[src/rtl/icache_pkg.sv]
// Shared types and default geometry for the direct-mapped instruction cache.
package icache_pkg;

  localparam int unsigned DefLines     = 16;
  localparam int unsigned DefLineWords = 4;

  typedef enum logic [1:0] {
    StIdle,
    StLookup,
    StRefill,
    StResp
  } state_e;

endpackage

[src/rtl/icache_ram.sv]
// Tag and data storage for the instruction cache: asynchronous read, synchronous word write.
module icache_ram #(
  parameter int unsigned LINES      = 16,
  parameter int unsigned LINE_WORDS = 4,
  parameter int unsigned IdxW       = $clog2(LINES),
  parameter int unsigned WordAw     = $clog2(LINES * LINE_WORDS),
  parameter int unsigned TagW       = 24
) (
  input  logic              clk_i,
  input  logic [IdxW-1:0]   idx_i,
  input  logic [WordAw-1:0] rd_word_i,
  output logic [31:0]       rd_data_o,
  output logic [TagW-1:0]   rd_tag_o,
  input  logic              wr_en_i,
  input  logic [WordAw-1:0] wr_word_i,
  input  logic [31:0]       wr_data_i,
  input  logic              tag_we_i,
  input  logic [TagW-1:0]   tag_wdata_i
);

  logic [31:0]     data_mem [LINES*LINE_WORDS];
  logic [TagW-1:0] tag_mem  [LINES];

  always_ff @(posedge clk_i) begin
    if (wr_en_i) begin
      data_mem[wr_word_i] <= wr_data_i;
    end
    if (tag_we_i) begin
      tag_mem[idx_i] <= tag_wdata_i;
    end
  end

  assign rd_data_o = data_mem[rd_word_i];
  assign rd_tag_o  = tag_mem[idx_i];

endmodule

[src/rtl/icache.sv]
// Direct-mapped instruction cache with whole-line refill and fence.i flush.
module icache
  import icache_pkg::*;
#(
  parameter int unsigned LINES      = DefLines,
  parameter int unsigned LINE_WORDS = DefLineWords
) (
  input  logic        clk,
  input  logic        reset,
  input  logic        flush,
  input  logic        fe_req,
  input  logic [31:0] fe_addr,
  output logic        fe_ack,
  output logic [31:0] fe_data,
  output logic        mem_req,
  output logic [31:0] mem_addr,
  input  logic        mem_ack,
  input  logic [31:0] mem_data
);

  localparam int unsigned OfsW   = $clog2(LINE_WORDS);
  localparam int unsigned IdxW   = $clog2(LINES);
  localparam int unsigned TagW   = 30 - OfsW - IdxW;
  localparam int unsigned CntW   = (OfsW == 0) ? 1 : OfsW;
  localparam int unsigned WordAw = OfsW + IdxW;
  localparam logic [31:0] LineMask = 32'(LINE_WORDS * 4 - 1);

  state_e           state_q, state_d;
  logic [31:0]      addr_q;
  logic [LINES-1:0] valid_q;
  logic [CntW-1:0]  cnt_q;
  logic             flushed_q;
  logic             dropped_q;

  logic [IdxW-1:0]   idx;
  logic [TagW-1:0]   tag;
  logic [WordAw-1:0] rd_word;
  logic [WordAw-1:0] wr_word;
  logic [31:0]       line_base;
  logic [31:0]       refill_addr;
  logic [31:0]       rd_data;
  logic [TagW-1:0]   rd_tag;
  logic              hit;
  logic              last_word;
  logic              fill_wr;
  logic              fill_done;

  // Arithmetic slicing keeps LINE_WORDS == 1 free of zero-width ranges.
  assign idx         = IdxW'(addr_q >> (2 + OfsW));
  assign tag         = TagW'(addr_q >> (2 + OfsW + IdxW));
  assign rd_word     = WordAw'(addr_q >> 2);
  assign line_base   = addr_q & ~LineMask;
  assign wr_word     = WordAw'(line_base >> 2) + WordAw'(cnt_q);
  assign refill_addr = line_base | (32'(cnt_q) << 2);

  assign hit       = valid_q[idx] && (rd_tag == tag);
  assign last_word = (cnt_q == CntW'(LINE_WORDS - 1));
  assign fill_wr   = (state_q == StRefill) && mem_ack;
  assign fill_done = fill_wr && last_word;

  icache_ram #(
    .LINES      (LINES),
    .LINE_WORDS (LINE_WORDS),
    .IdxW       (IdxW),
    .WordAw     (WordAw),
    .TagW       (TagW)
  ) u_ram (
    .clk_i       (clk),
    .idx_i       (idx),
    .rd_word_i   (rd_word),
    .rd_data_o   (rd_data),
    .rd_tag_o    (rd_tag),
    .wr_en_i     (fill_wr),
    .wr_word_i   (wr_word),
    .wr_data_i   (mem_data),
    .tag_we_i    (fill_done),
    .tag_wdata_i (tag)
  );

  always_ff @(posedge clk) begin
    if (reset) begin
      state_q   <= StIdle;
      addr_q    <= '0;
      valid_q   <= '0;
      cnt_q     <= '0;
      flushed_q <= 1'b0;
      dropped_q <= 1'b0;
    end else begin
      state_q <= state_d;
      if (state_q == StIdle && fe_req) begin
        addr_q <= fe_addr;
      end
      if (state_q == StLookup) begin
        cnt_q     <= '0;
        flushed_q <= 1'b0;
        dropped_q <= 1'b0;
      end else if (state_q == StRefill) begin
        if (fill_done) begin
          cnt_q <= '0;
        end else if (mem_ack) begin
          cnt_q <= cnt_q + CntW'(1);
        end
        if (flush) begin
          flushed_q <= 1'b1;
        end
        if (!fe_req) begin
          dropped_q <= 1'b1;
        end
      end
      // A flush anywhere in the refill window keeps the new line invalid.
      if (flush) begin
        valid_q <= '0;
      end else if (fill_done && !flushed_q) begin
        valid_q[idx] <= 1'b1;
      end
    end
  end

  always_comb begin
    state_d = state_q;
    unique case (state_q)
      StIdle:   if (fe_req) state_d = StLookup;
      StLookup: state_d = hit ? StIdle : StRefill;
      StRefill: begin
        if (fill_done) begin
          state_d = (fe_req && !dropped_q) ? StResp : StIdle;
        end
      end
      StResp:   state_d = StIdle;
      default:  state_d = StIdle;
    endcase
  end

  always_comb begin
    fe_ack   = 1'b0;
    fe_data  = '0;
    mem_req  = 1'b0;
    mem_addr = '0;
    unique case (state_q)
      StLookup: begin
        if (hit) begin
          fe_ack  = 1'b1;
          fe_data = rd_data;
        end
      end
      StRefill: begin
        mem_req  = 1'b1;
        mem_addr = refill_addr;
      end
      StResp: begin
        fe_ack  = 1'b1;
        fe_data = rd_data;
      end
      default: ;
    endcase
  end

endmodule

[config.mk]
export PLATFORM = sky130hd
export DESIGN_NAME = icache
export DESIGN_NICKNAME = d
export VERILOG_FILES = /design/src/rtl/icache_pkg.sv /design/src/rtl/icache_ram.sv /design/src/rtl/icache.sv
export SDC_FILE = /design/constraint.sdc
export NUM_CORES = 2
export LEC_CHECK = 0
export BUFFER_PORTS_ARGS = -buffer_cell sky130_fd_sc_hd__buf_4
export CAP_MARGIN = 10
export CELL_PAD_IN_SITES_DETAIL_PLACEMENT = 1
export CELL_PAD_IN_SITES_GLOBAL_PLACEMENT = 1
export CORE_MARGIN = 2
export CORE_UTILIZATION = 36
export CTS_BUF_LIST = sky130_fd_sc_hd__clkbuf_8
export CTS_CLUSTER_DIAMETER = 50
export DETAILED_ROUTE_END_ITERATION = 10
export PLACE_DENSITY = 0.56
export SYNTH_ARGS = -nofsm -noshare
export SYNTH_HDL_FRONTEND = slang
export SYNTH_HIERARCHICAL = 1
export SYNTH_SLANG_ARGS = --single-unit
[constraint.sdc]
create_clock -name clk -period 8.17 [get_ports clk]
set_input_delay 0.4085 -clock clk [delete_from_list [all_inputs] [get_ports clk]]
set_output_delay 0.4085 -clock clk [all_outputs]
set_load 0.02 [all_outputs]
==> metrics.md <==
| Metric | Value |
|---|---|
| Outcome | completed |
| Crit path time final | 6.31 ns |
| Final Core Density | 41.8% |
| Final Hold Viols | 0 |
| Internal power | 19700 uW |
| Max-Cap Viols | 0 |
| Mapped Cells | 4177 |
| RSZ-0062 raised after global routing | no |
| Fin worst setup slack | 1.86 ns |
| Setup_tns | 0 ns |
| 1st-iter DRT viols | 4367 |
| Critical R2R Capture | state_q[1] |
| Ranking of synthesized cells by area | edfxtp_1, mux4_2, dfxtp_1 |
| Total clock sinks | 2484 |
| Sw Pwr | 5920 uW |
| Largest family of logic cells by synthesized area | multiplexers |
| Via Count | 46564 |
| Hold WS | 0.463 ns |
| Reg power frac | 54.9% |
| Overall power | 25600 uW |
| Chip height | 518 um |
| Post-CTS sizing | 0 |
| CTS tree | yes |
| Die ar. | 269000 um2 |
| Pwr dens | 234 nW/um2 |
| Clock root buffer | clkbuf_8 |
| Crit path largest cell delay | 0.75 ns |
| Beginning of the critical path | addr_q[4] |
| CP Capture Type | output pin |
| Sequential fraction of the synthesis area | 77.8% |
| Worst R2R Start | addr_q[4] |
| Critical Path Source Type | register |
| Worst Hold Class | input pin to register |
| Drt first pass iters | 5 |
| FF-to-FF setup slack | 3.20 ns |
| Synthesis warning total | 6 |
| Distinct cells, synth | 61 |
| Clock power frac | 39.5% |
| First-pass GRT wire length | 368000 um |
| DP Wirelength | 139000 um |
| Initial Utilization | 36.2% |
| Initial antenna violation count | 11 |
| Gate power share | 5.6% |
| Complex-gate fraction of the synthesized area | 1.81% |
| Multi-input logic area | 20500 um2 |
| GR Overflow Total | 0 |
| Share of layout cells above drive strength 1 | 30.8% |
| Overall routing resource usage | 19.0% |
| Post-route clock period utilization | 77.2% |
| # DRC | 0 |
| Top-area cell type share of the netlist area | 76.7% |
| Clk_skew | 0.112 ns |
| Htree depth | 5 |
| Hold Crit Depth | 2 |
| CP Class | register to output pin |
| Mux cell area share after synthesis | 16.8% |
| Seq cells post-synth | 2484 |
| Crit path to | fe_data[7] |
| Largest area contributor in the netlist | edfxtp_1 |
| Nets@finish | 4803 |
| Arr. time, crit path | 5.90 ns |
| Actual slew at the worst max-slew pin | 1.26 ns |
| Fillers | 24641 |
| Syn_area_per_cell | 22.8 um2 |
| # rows | 188 |
| Async S/R FF share, synth | 0% |
| Worst-path clk slew | 0.07 ns |
| Routed length per instance | 30.0 um |
| Worst R2R Path Depth | 9 |
| PortBufs | 130 |
| Final setup viols | 0 |
| Pins Over Slew Limit | 0 |
| Net Sw Frac | 23.1% |
| Fmax | 0.159 GHz |
| Area Overhead vs Synth | 15.2% |
| Peak VDD IR | 0.000131 V |
| XOR/XNOR Fraction of Synth Area | 0.221% |
| Clk_lat worst skew | 0.98 ns |
| Final GP Congestion | 0.721 |
| Most instantiated cells after synthesis | edfxtp_1, mux4_2, nor2_1 |
| Cell mode on critical path | buf_4 |
| Worst-path cell chain | buf_4 > mux4_2 > mux4_2 > xor2_1 > nor4_1 > nand4_1 > o41ai_4 > buf_4 > and2_2 > buf_4 |
| Most common cell in the synthesized netlist | edfxtp_1 |
| Static Leakage | 0.0339 uW |
| CTS Buf Count | 421 |
| Vias in the first global route | 49552 |
| Place WS | 2.76 ns |
| Final ANT Viol Nets | 0 |
| Adder-cell share of the synthesized area | 0.0131% |
| Worst-path maximum fanout | 35 |
| Die Width | 518 um |
| Slowest CP cell | nor4_1 |
| Post-synth top flop | edfxtp_1 |
| Post-Route WL | 257000 um |
| HP Start | mem_data[5] |
| Rel. slew slack | 16.3% |
| Post-synth EDFFs | 2432 |
| Mapped Area | 95200 um2 |
| CTS Buffer Depth | 4 |
| Largest net degree at the start of global routing | 99 |
| DR vias/cell | 5.43 |
| FF+latch area | 74100 um2 |
| Simple-Gate Fraction of Synth Area | 2.05% |
| WP data required | 7.76 ns |
| Ports | 135 |
| Core area | 263000 um2 |
-- metrics by stage --
| step | instance area [um2] | cells |
|---|---|---|
| floorplan | 95200 | 4178 |
| global placement | 101000 | 7726 |
| detailed placement | 101000 | 7726 |
| CTS | 110000 | 8569 |
| global route | 110000 | 8572 |
| finish | 110000 | 8574 |
-- flip-flops by register name, summed over array words and instances, names as in the netlist --
| register | count |
|---|---|
| addr_q | 30 |
| u_ram/tag_mem | 384 |
| valid_q | 16 |
| u_ram/data_mem | 2048 |
| state_q | 2 |
| flushed_q | 1 |
| dropped_q | 1 |
| cnt_q | 2 |
-- power by group through the flow --
| stage | Sequential, uW | Clock, uW | Combinational (uW) |
|---|---|---|---|
| after floorplan | 14300 | 0 | 855 |
| after global placement | 14300 | 0 | 1410 |
| after detailed placement | 14300 | 0 | 1430 |
| after CTS | 14100 | 10400 | 1470 |
| after global routing | 14100 | 11000 | 1550 |
| final | 14100 | 10100 | 1440 |
-- critical path: cells and delay by family, from the launching register on --
family / cells / cell delay (ns)
AO/OA/AOI/OAI: 1 / 0.38
XOR/XNOR: 1 / 0.17
buffers and inverters: 3 / 1.21
flip-flops: 1 / 0.54
multiplexers: 2 / 1.07
AND/OR/NAND/NOR: 3 / 1.42
-- layout make-up --
type | count | area share (%)
inverter | 5 | 0.0171
clock inverter | 315 | 1.46
antenna | 5 | 0.0114
clock buffer | 429 | 5.38
multi-input combinational | 1454 | 18.7
tap | 3515 | 4.01
timing repair buffer | 367 | 2.87
sequential | 2484 | 67.5
-- cells by family (layout without fill, tap and decap cells) --
| group | after synthesis | after routing |
|---|---|---|
| flops | 2484 | 2484 |
| compound gates | 270 | 270 |
| other cells | 1 | 7 |
| xor+xnor | 24 | 24 |
| mux | 755 | 755 |
| buf+inv | 240 | 1116 |
| fa+ha+maj | 1 | 1 |
| simple gates | 402 | 402 |
-- worst min-delay path by stage --
stage,end,slack (ns)
final,u_ram/data_mem[26][5],0.46
after global routing,u_ram/data_mem[18][5],0.43
after CTS,cnt_q[0],0.37
after detailed placement,valid_q[4],0.46
after global placement,valid_q[3],0.44
after floorplan,valid_q[13],0.43
-- cells in the final DEF, fill, tap and decap left out, types with 15 or more instances in the layout --
cell,instances
edfxtp_1,2432
mux4_2,669
clkbuf_8,429
buf_4,256
inv_1,157
a21oi_1,103
clkinv_1,102
dlygate4sd3_1,99
nor2_1,92
o22ai_1,87
nand2_1,77
nor2_4,76
mux2i_1,65
dfxtp_1,46
and3_1,30
clkinv_2,28
o221ai_1,24
and2_1,22
a211oi_1,21
nor2b_1,19
xor2_1,16
mux2_2,15
-- timing repair --
action,CTS,global route
hold buffers,99,0
hold endpoints to repair,1791,0
setup buffers,0,0
endpoints found under the setup margin,0,0
-- layer usage --
| layer | part of all wire, % | up-vias | GRT usage [%] | routed length [um] |
|---|---|---|---|---|
| met3 | 6.5 | 385 | 3.72 | 16600 |
| met4 | 2.3 | 6 | 4.98 | 5840 |
| met5 | 0.014 | - | 0 | 37 |
| met1 | 44 | 25662 | 27.1 | 113000 |
| met2 | 47 | 1555 | 29.9 | 122000 |
| li1 | - | 18956 | - | - |
(Power assumes the default switching activity.)
